**src/rtl/mem_access_ctrl_if.sv**
```systemverilog
// Bundle of CPU-side and RAM-side signals of the memory-access controller.
// The slave modport is the controller's view; master is the environment's view.
interface mem_access_ctrl_if #(
  parameter int ADDR_W = 8,
  parameter int DATA_W = 32
);
  logic [DATA_W-1:0] bus_in;
  logic              mar_en;
  logic              mdr_en;
  logic              req_rd;
  logic              req_wr;
  logic              busy;
  logic              done;
  logic              err;
  logic [DATA_W-1:0] mdr_out;
  logic [ADDR_W-1:0] ram_addr;
  logic [DATA_W-1:0] ram_wdata;
  logic              ram_wr_en;
  logic              ram_rd_en;
  logic [DATA_W-1:0] ram_rdata;

  modport slave (
    input  bus_in, mar_en, mdr_en, req_rd, req_wr, ram_rdata,
    output busy, done, err, mdr_out, ram_addr, ram_wdata, ram_wr_en, ram_rd_en
  );

  modport master (
    output bus_in, mar_en, mdr_en, req_rd, req_wr, ram_rdata,
    input  busy, done, err, mdr_out, ram_addr, ram_wdata, ram_wr_en, ram_rd_en
  );
endinterface

```
**src/rtl/mem_access_ctrl.sv**
```systemverilog
// Memory-access controller: owns MAR/MDR and sequences one RAM read or write
// per req/done handshake; handshake and RAM strobes are decoded from state only.
module mem_access_ctrl #(
  parameter int ADDR_W = 8,
  parameter int DATA_W = 32,
  parameter int RD_LAT = 1
) (
  input logic               clk,
  input logic               clr,
  mem_access_ctrl_if.slave  bus
);

  typedef enum logic [2:0] {
    IDLE     = 3'd0,
    RD_ISSUE = 3'd1,
    RD_WAIT  = 3'd2,
    RD_CAP   = 3'd3,
    WR_ISSUE = 3'd4,
    DONE     = 3'd5,
    ERR      = 3'd6
  } state_t;

  localparam logic [2:0] WAIT_INIT = 3'(RD_LAT - 1);

  state_t            state_q, state_d;
  logic [ADDR_W-1:0] mar_q, mar_d;
  logic [DATA_W-1:0] mdr_q, mdr_d;
  logic              addr_bad_q, addr_bad_d;
  logic [2:0]        cnt_q, cnt_d;

  // State, address/data registers and read-wait counter
  always_ff @(posedge clk or posedge clr) begin
    if (clr) begin
      state_q    <= IDLE;
      mar_q      <= {ADDR_W{1'b0}};
      mdr_q      <= {DATA_W{1'b0}};
      addr_bad_q <= 1'b0;
      cnt_q      <= 3'd0;
    end else begin
      state_q    <= state_d;
      mar_q      <= mar_d;
      mdr_q      <= mdr_d;
      addr_bad_q <= addr_bad_d;
      cnt_q      <= cnt_d;
    end
  end

  // Next-state decode; loads only in IDLE, and a request on the same edge
  // sees the pre-load MAR/MDR because it reads the _q values
  always_comb begin
    state_d    = state_q;
    mar_d      = mar_q;
    mdr_d      = mdr_q;
    addr_bad_d = addr_bad_q;
    cnt_d      = cnt_q;
    case (state_q)
      IDLE: begin
        if (bus.mar_en) begin
          mar_d      = bus.bus_in[ADDR_W-1:0];
          addr_bad_d = |bus.bus_in[DATA_W-1:ADDR_W];
        end else begin
          mar_d      = mar_q;
          addr_bad_d = addr_bad_q;
        end
        if (bus.mdr_en) begin
          mdr_d = bus.bus_in;
        end else begin
          mdr_d = mdr_q;
        end
        if (bus.req_rd && bus.req_wr) begin
          state_d = ERR;
        end else if ((bus.req_rd || bus.req_wr) && addr_bad_q) begin
          state_d = ERR;
        end else if (bus.req_rd) begin
          state_d = RD_ISSUE;
        end else if (bus.req_wr) begin
          state_d = WR_ISSUE;
        end else begin
          state_d = IDLE;
        end
      end
      RD_ISSUE: begin
        if (RD_LAT == 1) begin
          state_d = RD_CAP;
        end else begin
          state_d = RD_WAIT;
          cnt_d   = WAIT_INIT;
        end
      end
      RD_WAIT: begin
        cnt_d = cnt_q - 3'd1;
        if (cnt_q == 3'd1) begin
          state_d = RD_CAP;
        end else begin
          state_d = RD_WAIT;
        end
      end
      RD_CAP: begin
        mdr_d   = bus.ram_rdata;
        state_d = DONE;
      end
      WR_ISSUE: state_d = DONE;
      DONE:     state_d = IDLE;
      ERR:      state_d = IDLE;
      default:  state_d = IDLE;
    endcase
  end

  assign bus.busy      = (state_q != IDLE);
  assign bus.done      = (state_q == DONE) || (state_q == ERR);
  assign bus.err       = (state_q == ERR);
  assign bus.ram_rd_en = (state_q == RD_ISSUE);
  assign bus.ram_wr_en = (state_q == WR_ISSUE);
  assign bus.ram_addr  = mar_q;
  assign bus.ram_wdata = mdr_q;
  assign bus.mdr_out   = mdr_q;

endmodule
```
**src/flat_wrapper.sv**
```systemverilog
// flat-port wrapper written by rule: the top's interface ports become plain ports
module mem_access_ctrl_flat 
#(
  parameter int ADDR_W = 8,
  parameter int DATA_W = 32,
  parameter int RD_LAT = 1
)
  (clk, clr, bus_bus_in, bus_mar_en, bus_mdr_en, bus_req_rd, bus_req_wr, bus_ram_rdata, bus_busy, bus_done, bus_err, bus_mdr_out, bus_ram_addr, bus_ram_wdata, bus_ram_wr_en, bus_ram_rd_en);
  mem_access_ctrl_if #(.ADDR_W(ADDR_W), .DATA_W(DATA_W)) bus_i ();
  input logic clk;
  input logic clr;
  input wire logic [$bits(bus_i.bus_in)-1:0] bus_bus_in;
  input wire logic [$bits(bus_i.mar_en)-1:0] bus_mar_en;
  input wire logic [$bits(bus_i.mdr_en)-1:0] bus_mdr_en;
  input wire logic [$bits(bus_i.req_rd)-1:0] bus_req_rd;
  input wire logic [$bits(bus_i.req_wr)-1:0] bus_req_wr;
  input wire logic [$bits(bus_i.ram_rdata)-1:0] bus_ram_rdata;
  output wire logic [$bits(bus_i.busy)-1:0] bus_busy;
  output wire logic [$bits(bus_i.done)-1:0] bus_done;
  output wire logic [$bits(bus_i.err)-1:0] bus_err;
  output wire logic [$bits(bus_i.mdr_out)-1:0] bus_mdr_out;
  output wire logic [$bits(bus_i.ram_addr)-1:0] bus_ram_addr;
  output wire logic [$bits(bus_i.ram_wdata)-1:0] bus_ram_wdata;
  output wire logic [$bits(bus_i.ram_wr_en)-1:0] bus_ram_wr_en;
  output wire logic [$bits(bus_i.ram_rd_en)-1:0] bus_ram_rd_en;
  assign bus_i.bus_in = bus_bus_in;
  assign bus_i.mar_en = bus_mar_en;
  assign bus_i.mdr_en = bus_mdr_en;
  assign bus_i.req_rd = bus_req_rd;
  assign bus_i.req_wr = bus_req_wr;
  assign bus_i.ram_rdata = bus_ram_rdata;
  assign bus_busy = bus_i.busy;
  assign bus_done = bus_i.done;
  assign bus_err = bus_i.err;
  assign bus_mdr_out = bus_i.mdr_out;
  assign bus_ram_addr = bus_i.ram_addr;
  assign bus_ram_wdata = bus_i.ram_wdata;
  assign bus_ram_wr_en = bus_i.ram_wr_en;
  assign bus_ram_rd_en = bus_i.ram_rd_en;
  mem_access_ctrl #(.ADDR_W(ADDR_W), .DATA_W(DATA_W), .RD_LAT(RD_LAT)) u_core (.clk(clk), .clr(clr), .bus(bus_i));
endmodule
```
**config.mk**
```make
export PLATFORM = sky130hd
export DESIGN_NAME = mem_access_ctrl_flat
export DESIGN_NICKNAME = d
export VERILOG_FILES = /design/src/rtl/mem_access_ctrl_if.sv /design/src/rtl/mem_access_ctrl.sv /design/src/flat_wrapper.sv
export SDC_FILE = /design/constraint.sdc
export NUM_CORES = 1
export LEC_CHECK = 0
export BUFFER_PORTS_ARGS = -buffer_cell sky130_fd_sc_hd__buf_2
export CORE_MARGIN = 8
export CORE_UTILIZATION = 45
export DETAILED_ROUTE_END_ITERATION = 16
export GPL_ROUTABILITY_DRIVEN = 1
export PLACE_DENSITY = 0.81
export SYNTH_ARGS = -nofsm -noshare
export SYNTH_HDL_FRONTEND = slang
export SYNTH_SLANG_ARGS = --single-unit
```
**constraint.sdc**
```tcl
create_clock -name clk -period 2 [get_ports clk]
set_input_delay 0.1 -clock clk [delete_from_list [all_inputs] [get_ports clk]]
set_output_delay 0.1 -clock clk [all_outputs]
set_load 0.01 [all_outputs]
```
==> qor.yml <==
worst_slack_ns: 0.240
die_x_um: 92.7
cts_sinks: 47
die_y_um: 92.7
grt_max_degree: 32
initial_core_util_pct: 45.5
synth.top_cells.by_count: "mux2_2 (66), dfrtp_1 (47), buf_4 (34)"
syn_to_final_growth_pct: 26.7
drt_iter0_drc: 58
antenna_found_initial: 0
pre_cts_ws_ns: 0.240
firstDrtPassIters: 4
worst_pin_slew_ns: 0.656
clock_latency_ns: 0.29
syn_area_per_cell_um2: 13.2
synth_nets: 273
finalCritPeriodShare_pct: 88.0
clkTransAtPathRegs_ns: 0.09
gr-total-overflow: 0
ir_drop_v: 0.000794
outcome: "finished clean"
p_leak_uw: 0.00166
setup_viol: 0
clockBufferDepth: 2
grt_use_met3_pct: 5.91
grt_usage_pct: 15.1
cp-end-kind: "flip-flop"
dieArea_um2: 8580
synth_flop_cell: "dfrtp_1"
synth_area_leaders: "dfrtp_1 (44%), mux2_2 (28%), buf_4 (9.7%)"
busiest_layer: "met2"
n_fill_cell: 521
cts_root_buf: "clkbuf_8"
gp_congestion: 0.799
slew_headroom_pct: 56.2
switching_share_pct: 37.4
synth_top_cell_area_share_pct: 44.5
fmax_mhz: 568
cts_tree: "yes"
critical_path.startpoint_type: "flip-flop"
drive_gt1_share_pct: 73.8
rsz0062_at_grt: "false"
drc: 0
met2_usage_pct: 27.2
synth_cell_types: 32
drt-wirelength-per-cell_um: 16.3
grt_pass1_vias: 2204
switchingPower_uw: 2050
critPathKind: "reg2reg"
synth_edf_count: 0
p_comb_share_pct: 54.4
ios: 147
cap_violations: 0
grt_pass1_wl_um: 10600
io_buffer_count: 146
finalHoldViolations: 0
cellPowerDensity_nw_per_um2: 1630
synth_top_area_cell: "dfrtp_1"
p_seq_share_pct: 32.6
htree_levels: 2
postRouteAntennaNets: 0
cp.required_ns: 2.18
fin_setup_tns_ns: 0
synth.most_common_cell: "mux2_2"
hold_class: "in2reg"
period_needed_ns: 1.76
diodes: 0
numCtsBuffers: 5
vias_per_cell: 4.87
critPathMaxFanout: 14
finalNetCount: 395
vias: 1944
synth_area_um2: 2640
p_int_uw: 3430
grtUsageMet1_pct: 16.3
place_hpwl_um: 5270
synth_cells: 201
async_flop_share_pct: 100
worstPathArrival_ns: 1.94
synth_seq_cells: 47
cts_resized: 0
routed_wl_um: 6490
clock-skew-final_ns: 0.00548
seq_area_frac_synth_pct: 44.5
num_rows: 28
core_area_um2: 5820
yosysWarnings: 0
report.final.slew_viol_count: 0
pwr-share-clk_pct: 13.0
==> critical path: stages, from the launching register on <==
cell	delay, ns
dfrtp_1	0.44
or3_4	0.42
o21ai_4	0.16
buf_4	0.25
mux2_2	0.37
==> worst paths after layout <==
path                                                       to                   startpoint  cells past startpoint  slack, ns
max                        u_core.bus.mdr_out[15]$_DFFE_PP0P_  u_core.state_q[2]$_DFF_PP0_                      4       0.24
min                        u_core.bus.ram_addr[5]$_DFFE_PP0P_                bus_bus_in[5]                      2       0.04
min reg2reg                       u_core.cnt_q[2]$_DFFE_PP0N_  u_core.cnt_q[2]$_DFFE_PP0N_                      1       0.50
min in group asynchronous  u_core.bus.ram_addr[5]$_DFFE_PP0P_                          clr                      3       0.45
max reg2reg                u_core.bus.mdr_out[15]$_DFFE_PP0P_  u_core.state_q[2]$_DFF_PP0_                      4       0.24
max in group asynchronous  u_core.bus.mdr_out[27]$_DFFE_PP0P_                          clr                      4       0.86
==> cells by family after synthesis <==
family          after synthesis  share of synthesized area, %
compound gates                9                          2.65
xor+xnor                      3                         0.994
fa+ha+maj                     3                          1.32
buf+inv                      47                          13.2
flops                        47                          44.5
mux                          72                          31.4
simple gates                 20                          5.96
==> power groups by stage <==
stage	Sequential, µW	Combinational (µW)	Clock [µW]
detailed placement	1810	3040	0
global placement	1770	2960	0
floorplan	1980	2150	0
finish	1790	2980	713
CTS	1800	3040	736
global route	1890	3230	779
==> area by class of cell <==
| cell class | instances | area (µm²) | area share (%) |
|---|---|---|---|
| multi-input combinational | 107 | 1120 | 33.4 |
| sequential | 47 | 1180 | 35.1 |
| clock inverter | 2 | 35.0 | 1.05 |
| tap | 75 | 93.8 | 2.80 |
| inverter | 6 | 22.5 | 0.672 |
| timing repair buffer | 156 | 821 | 24.5 |
| clock buffer | 6 | 82.6 | 2.47 |
==> state kept, by name, summed over array words and instances (netlist names) <==
| name | cells |
|---|---|
| u_core.bus.ram_addr | 8 |
| u_core.bus.mdr_out | 32 |
| u_core.state_q | 3 |
| u_core.cnt_q | 3 |
| u_core.addr_bad_q | 1 |
==> per-stage QoR <==
stage               utilization [%]  std cells  total power, µW  cell area (µm²)  hold WS (ns)
floorplan                         -        201             4130             2640         0.252
global placement               55.4        390             4730             3220         0.226
detailed placement             55.4        390             4850             3220         0.240
CTS                            57.6        399             5570             3350        0.0308
global route                   57.6        399             5890             3350        0.0366
finish                         57.6        399             5480             3350        0.0401
==> what timing repair did <==
action                    in CTS  in global routing
setup buffers                  0                  0
hold buffers                   1                  0
hold endpoints to repair      30                  0
==> layout by cell type (no fill, tap or decap), drive strengths merged, types with 6 or more instances in the layout <==
cell type  Yosys  routed
nor4           6       6
inv            6       6
buf           40     155
dfrtp         47      47
clkbuf         1       6
mux2          72      72
==> routing by layer <==
layer,vias to the layer above,routed length (µm)
met1,921,2390
li1,930,-
met5,-,0
met4,0,32
met2,89,3360
met3,4,721
Power figures use the tool's default switching activity.
